## src/rtl/segdisp_pkg.sv

```systemverilog
// -----------------------------------------------------------------------------
// segdisp_pkg
// Shared constants for the seven-segment display controller:
//   - register offsets (even halfword offsets; odd offsets alias down)
//   - CTRL reset value (all digits enabled, no decimal points)
//   - hex-to-segment table, active-low {g,f,e,d,c,b,a}
// -----------------------------------------------------------------------------
package segdisp_pkg;

    localparam logic [2:0] ADDR_DLO  = 3'b000;
    localparam logic [2:0] ADDR_DHI  = 3'b010;
    localparam logic [2:0] ADDR_CTRL = 3'b100;

    localparam logic [15:0] CTRL_RESET = 16'h00FF;

    // Packed so that HEX_SEG[n] is the pattern for nibble n (entry 0 is the
    // rightmost element of the concatenation).
    localparam logic [15:0][6:0] HEX_SEG = {
        7'h0E, 7'h06, 7'h21, 7'h46,   // F E d C
        7'h03, 7'h08, 7'h10, 7'h00,   // b A 9 8
        7'h78, 7'h02, 7'h12, 7'h19,   // 7 6 5 4
        7'h30, 7'h24, 7'h79, 7'h40    // 3 2 1 0
    };

endpackage

```

## src/rtl/segdisp_hex_decode.sv

```systemverilog
// -----------------------------------------------------------------------------
// seg_hex_decode
// Combinational hex digit to seven-segment decoder.
// Ports:
//   nibble  in  4  hex digit value
//   seg     out 7  active-low segments {g,f,e,d,c,b,a}
// -----------------------------------------------------------------------------
module seg_hex_decode
    import segdisp_pkg::*;
(
    input  logic [3:0] nibble,
    output logic [6:0] seg
);

    always_comb begin
        seg = HEX_SEG[nibble];
    end

endmodule

```

## src/rtl/segdisp.sv

```systemverilog
// -----------------------------------------------------------------------------
// segdisp
// Memory-mapped 8-digit seven-segment display controller.
// Holds the 32-bit display value (DLO/DHI) and the CTRL masks, and scans the
// eight active-low digits with a prescaled slot counter. The first BLANK
// cycles of every slot turn all digits off to avoid ghosting.
//
// Ports:
//   clock     in   system clock, rising edge
//   reset     in   asynchronous active-high reset
//   segcs     in   chip select from IO decoder
//   segwrite  in   write strobe
//   segread   in   read strobe
//   segaddr   in   [2:0] halfword offset (bit 0 ignored)
//   segwdata  in   [15:0] write data
//   segrdata  out  [15:0] combinational read data, 0 when not selected
//   seg_out   out  [7:0] {dp,g,f,e,d,c,b,a}, active-low, registered
//   seg_en    out  [7:0] digit enables, active-low, registered
// -----------------------------------------------------------------------------
module segdisp
    import segdisp_pkg::*;
#(
    parameter int SCAN_DIV = 50000,
    parameter int BLANK    = 16
) (
    input  logic        clock,
    input  logic        reset,
    input  logic        segcs,
    input  logic        segwrite,
    input  logic        segread,
    input  logic [2:0]  segaddr,
    input  logic [15:0] segwdata,
    output logic [15:0] segrdata,
    output logic [7:0]  seg_out,
    output logic [7:0]  seg_en
);

    localparam int PW = $clog2(SCAN_DIV);
    localparam logic [PW-1:0] PRESC_LAST = PW'(SCAN_DIV - 1);

    logic [15:0]   dlo_q, dlo_d;
    logic [15:0]   dhi_q, dhi_d;
    logic [15:0]   ctrl_q, ctrl_d;
    logic [PW-1:0] presc_q, presc_d;
    logic [2:0]    idx_q, idx_d;
    logic [7:0]    seg_out_q, seg_out_d;
    logic [7:0]    seg_en_q, seg_en_d;

    logic [2:0]    addr_even;
    logic          unused_addr_lsb;
    logic [31:0]   digits;
    logic [3:0]    nibble;
    logic [6:0]    seg7;
    logic [7:0]    en_mask;
    logic [7:0]    dp_mask;
    logic          blank_now;
    logic          show;

    // Odd offsets alias to the even offset below them.
    assign addr_even       = {segaddr[2:1], 1'b0};
    assign unused_addr_lsb = segaddr[0];

    // Register file writes; the reserved offset falls through to default.
    always_comb begin
        dlo_d  = dlo_q;
        dhi_d  = dhi_q;
        ctrl_d = ctrl_q;
        if (segcs && segwrite) begin
            case (addr_even)
                ADDR_DLO:  dlo_d  = segwdata;
                ADDR_DHI:  dhi_d  = segwdata;
                ADDR_CTRL: ctrl_d = segwdata;
                default:   ;
            endcase
        end
    end

    // Read path is combinational and sees the pre-write register value.
    always_comb begin
        segrdata = 16'h0000;
        if (segcs && segread) begin
            case (addr_even)
                ADDR_DLO:  segrdata = dlo_q;
                ADDR_DHI:  segrdata = dhi_q;
                ADDR_CTRL: segrdata = ctrl_q;
                default:   segrdata = 16'h0000;
            endcase
        end
    end

    // Prescaler and digit index; idx wraps naturally at 3 bits.
    always_comb begin
        presc_d = presc_q + 1'b1;
        idx_d   = idx_q;
        if (presc_q == PRESC_LAST) begin
            presc_d = '0;
            idx_d   = idx_q + 3'd1;
        end
    end

    // With no blanking the comparison would be constant, so skip it.
    if (BLANK == 0) begin : g_no_blank
        assign blank_now = 1'b0;
    end else begin : g_blank
        assign blank_now = (presc_q < PW'(BLANK));
    end

    assign digits  = {dhi_q, dlo_q};
    assign nibble  = digits[{idx_q, 2'b00} +: 4];
    assign en_mask = ctrl_q[7:0];
    assign dp_mask = ctrl_q[15:8];

    seg_hex_decode u_hex_decode (
        .nibble (nibble),
        .seg    (seg7)
    );

    // Output selection for the current slot, registered below.
    always_comb begin
        show      = !blank_now && en_mask[idx_q];
        seg_en_d  = 8'hFF;
        seg_out_d = 8'hFF;
        if (show) begin
            seg_en_d  = ~(8'h01 << idx_q);
            seg_out_d = {~dp_mask[idx_q], seg7};
        end
    end

    always_ff @(posedge clock or posedge reset) begin
        if (reset) begin
            dlo_q     <= 16'h0000;
            dhi_q     <= 16'h0000;
            ctrl_q    <= CTRL_RESET;
            presc_q   <= '0;
            idx_q     <= 3'd0;
            seg_out_q <= 8'hFF;
            seg_en_q  <= 8'hFF;
        end else begin
            dlo_q     <= dlo_d;
            dhi_q     <= dhi_d;
            ctrl_q    <= ctrl_d;
            presc_q   <= presc_d;
            idx_q     <= idx_d;
            seg_out_q <= seg_out_d;
            seg_en_q  <= seg_en_d;
        end
    end

    assign seg_out = seg_out_q;
    assign seg_en  = seg_en_q;

endmodule
```

## config.mk

```make
export PLATFORM = sky130hd
export DESIGN_NAME = segdisp
export DESIGN_NICKNAME = d
export VERILOG_FILES = /design/src/rtl/segdisp_pkg.sv /design/src/rtl/segdisp_hex_decode.sv /design/src/rtl/segdisp.sv
export SDC_FILE = /design/constraint.sdc
export NUM_CORES = 1
export LEC_CHECK = 0
export ABC_AREA = 1
export CAP_MARGIN = 30
export CORE_UTILIZATION = 45
export CTS_CLUSTER_DIAMETER = 50
export DETAILED_ROUTE_END_ITERATION = 8
export PLACE_DENSITY = 0.67
export SETUP_SLACK_MARGIN = 0.2
export SYNTH_ARGS = -nofsm -noshare
export SYNTH_HDL_FRONTEND = slang
export SYNTH_SLANG_ARGS = --single-unit
```

## constraint.sdc

```tcl
create_clock -name clock -period 4.2 [get_ports clock]
set_input_delay 0.84 -clock clock [delete_from_list [all_inputs] [get_ports clock]]
set_output_delay 0.84 -clock clock [all_outputs]
set_load 0.02 [all_outputs]
```

==> results by group <==
Timing
  – Unrepaired setup endpoints after global routing: false
  – Setup ws final: 0.412 ns
  – Fmax: 264 MHz
  – Post-layout minimum cycle time: 3.79 ns
  – Sum Neg Setup Slack: 0 ns
  – Final Skew: 0.0127 ns
  – Max-slew violation count: 0
  – Rel. slew slack: 30.1%
  – Worst-margin pin slew: 1.05 ns
  – Final hold vios: 0
  – Fin crit share: 90.2%
  – Final setup viols: 0

Yosys
  – Unique masters post-synth: 34
  – Mapped Nets: 639
  – Seq/Total Area, Yosys: 45.6%
  – Dominant cells by area after synthesis: dfrtp_1 (32%), dfstp_2 (14%), nand2_1 (13%)
  – Avg Inst Size Synth: 7.68 um^2
  – Mapped Cells: 602
  – Synthesized cell area: 4620 um^2
  – #FFs+latches synth: 83
  – Largest area contributor in the netlist: dfrtp_1
  – Post-synth top area share: 32.0%
  – Yosys warnings: 0

Placed design
  – Pre-CTS WS: 0.453 ns
  – Global placer's final weighted congestion: 0.881
  – I/O Buffers: 54
  – Final HPWL from detailed placement: 7640 um

CTS
  – Postcts setup bufs: 0
  – Sink Count: 83
  – Clk slew on worst S/H paths: 0.07 ns
  – Clk root buf: clkbuf_8
  – # resized after CTS: 0
  – CTS Hold Bufs: 0
  – CTS tree: yes
  – CTS Buf Count: 9
  – Clk_lat worst skew: 0.35 ns
  – CTS Buffer Depth: 2
  – Max H-tree Level: 3

Worst setup path
  – Critical Path AT: 2.95 ns
  – Worst setup path class: in -> out
  – Crit. End Element: output port
  – Startpoint Class: primary input
  – Critical path fanouts, max: 13
  – Worst path required time: 3.36 ns

Die
  – Chip Width: 103 um
  – Die Footprint: 10700 um^2
  – Die Y: 103 um
  – FP Rows: 36
  – Starting Density: 46.8%
  – IO Count: 56
  – Core area: 9860 um^2

Detailed routing
  – Starting DRT DRC Count: 198
  – Vias per Instance: 5.07
  – Routed WL: 10700 um
  – Wirelength per Cell: 13.6 um
  – Via count: 3994
  – DRT antenna net count: 0
  – Drc violations: 0
  – Drt pass-1 iters: 5

Final layout
  – Area Overhead vs Synth: 17.5%
  – Ant diodes: 0
  – Ratio of cells with drive above 1 in the final layout: 11.0%
  – Final Core Density: 55.0%
  – # fillers: 930
  – Nets@finish: 687

GRT
  – Initial antenna violation count: 0
  – GRT overflow: 0
  – GRT Total Usage: 21.8%
  – Vias in the first global route: 3663
  – Global-route wire length before repair: 17700 um
  – Largest net degree at the start of global routing: 50

Power
  – Leak pwr: 2.69 nW
  – Power Dens Cells: 369 nW/um^2
  – Max IR drop VDD: 0.163 mV

Outcome
  – Status: finished clean

Run
  – Max Cap Viol: 0

Min path
  – Worst Hold Class: reg -> reg
[flip-flops by register name (all words and copies together) (netlist names)]
name     count
ctrl_q      16
dhi_q       16
dlo_q       16
presc_q     16
seg_en       8
seg_out      8
idx_q        3
[critical path, cell delays in order]
cell and delay, ns:
clkdlybuf4s50_1 0.58, or2_1 0.49, o21ai_0 0.14, o21ai_0 0.28, inv_1 0.07, clkdlybuf4s50_1 0.54
[layer usage]
metal | GRT usage [%] | vias to the layer above | wire length, um
met2 | 34.6 | 107 | 4780
met5 | 0 | - | 0
met3 | 2.76 | 19 | 456
met4 | 8.67 | 0 | 222
li1 | - | 1996 | -
met1 | 30.6 | 1872 | 5230
[worst paths after layout]
kind / slack (ns) / startpoint / depth (start not counted) / to
hold / removal: 0.47 / presc_q[0] / 1 / presc_q[0]
max in group asynchronous: 2.53 / reset / 4 / seg_out[7]
min in group asynchronous: 0.76 / reset / 2 / presc_q[1]
hold reg to reg: 0.47 / presc_q[0] / 1 / presc_q[0]
setup / recovery: 0.41 / segaddr[2] / 6 / segrdata[4]
setup reg to reg: 1.68 / idx_q[0] / 11 / seg_out[0]
[per-stage QoR]
step / hold WS [ns] / area [um^2] / instances / total power [mW]
floorplan: 0.433 / 4620 / 602 / 1.30
global placement: 0.447 / 5220 / 771 / 1.45
detailed placement: 0.461 / 5240 / 772 / 1.46
CTS: 0.472 / 5430 / 788 / 2.02
global route: 0.501 / 5430 / 788 / 2.12
finish: 0.468 / 5430 / 788 / 2.00
[placed cells by master (no fill, tap or decap), drive strengths merged, types with 9 or more instances in the layout]
cell type / instances
a21oi: 9
clkdlybuf4s50: 54
inv: 97
clkbuf: 11
o21ai: 78
nand2: 166
dfrtp: 59
ha: 13
nor3: 15
nor2: 34
nand3: 64
dfstp: 24
[cells by family after synthesis]
logic type,after synthesis,share of synthesized area (%)
adder cells (fa/ha/maj),13,3.52
buffers and inverters,120,11.4
AND/OR/NAND/NOR,286,27.8
AO/OA/AOI/OAI,93,10.3
flip-flops,83,45.6
XOR/XNOR,7,1.33
[layout make-up]
| cell class | count | area, um^2 | share of cell area, % |
|---|---|---|---|
| repair buffers | 60 | 606 | 11.2 |
| flip-flops and latches | 83 | 2110 | 38.8 |
| inverters | 97 | 375 | 6.92 |
| clock buffers | 11 | 131 | 2.42 |
| multi-input cells | 399 | 1990 | 36.6 |
| well taps | 133 | 166 | 3.07 |
| clock inverters | 5 | 53.8 | 0.991 |
[report_power, final]
part           leakage (nW)  switching (mW)  internal, mW
clock                0.0936           0.284         0.274
combinational          1.59           0.274         0.180
sequential             1.01          0.0660         0.927
[synthesized netlist by cell type]
cell      instances
dfrtp_1          59
inv_1            89
o21bai_1          1
nand2_2           6
xnor2_1           1
a21oi_1           9
nand3_4           2
inv_8             1
buf_2            10
nand2_1         158
o21ai_0          67
or2_1             1
nor2_1           32
buf_4             1
clkbuf_1          5
inv_4             1
o21ai_1          10
nor2_4            1
xor2_1            6
inv_2             6
buf_6             5
ha_1             13
nor2_2            1
nor3b_1           1
nor3_1           15
nand3_2           6
dfstp_2          24
o21ai_2           1
buf_8             1
nand4_1           5
nand3_1          56
o22ai_1           5
buf_1             1
nand2_4           2
(Power assumes the default switching activity.)
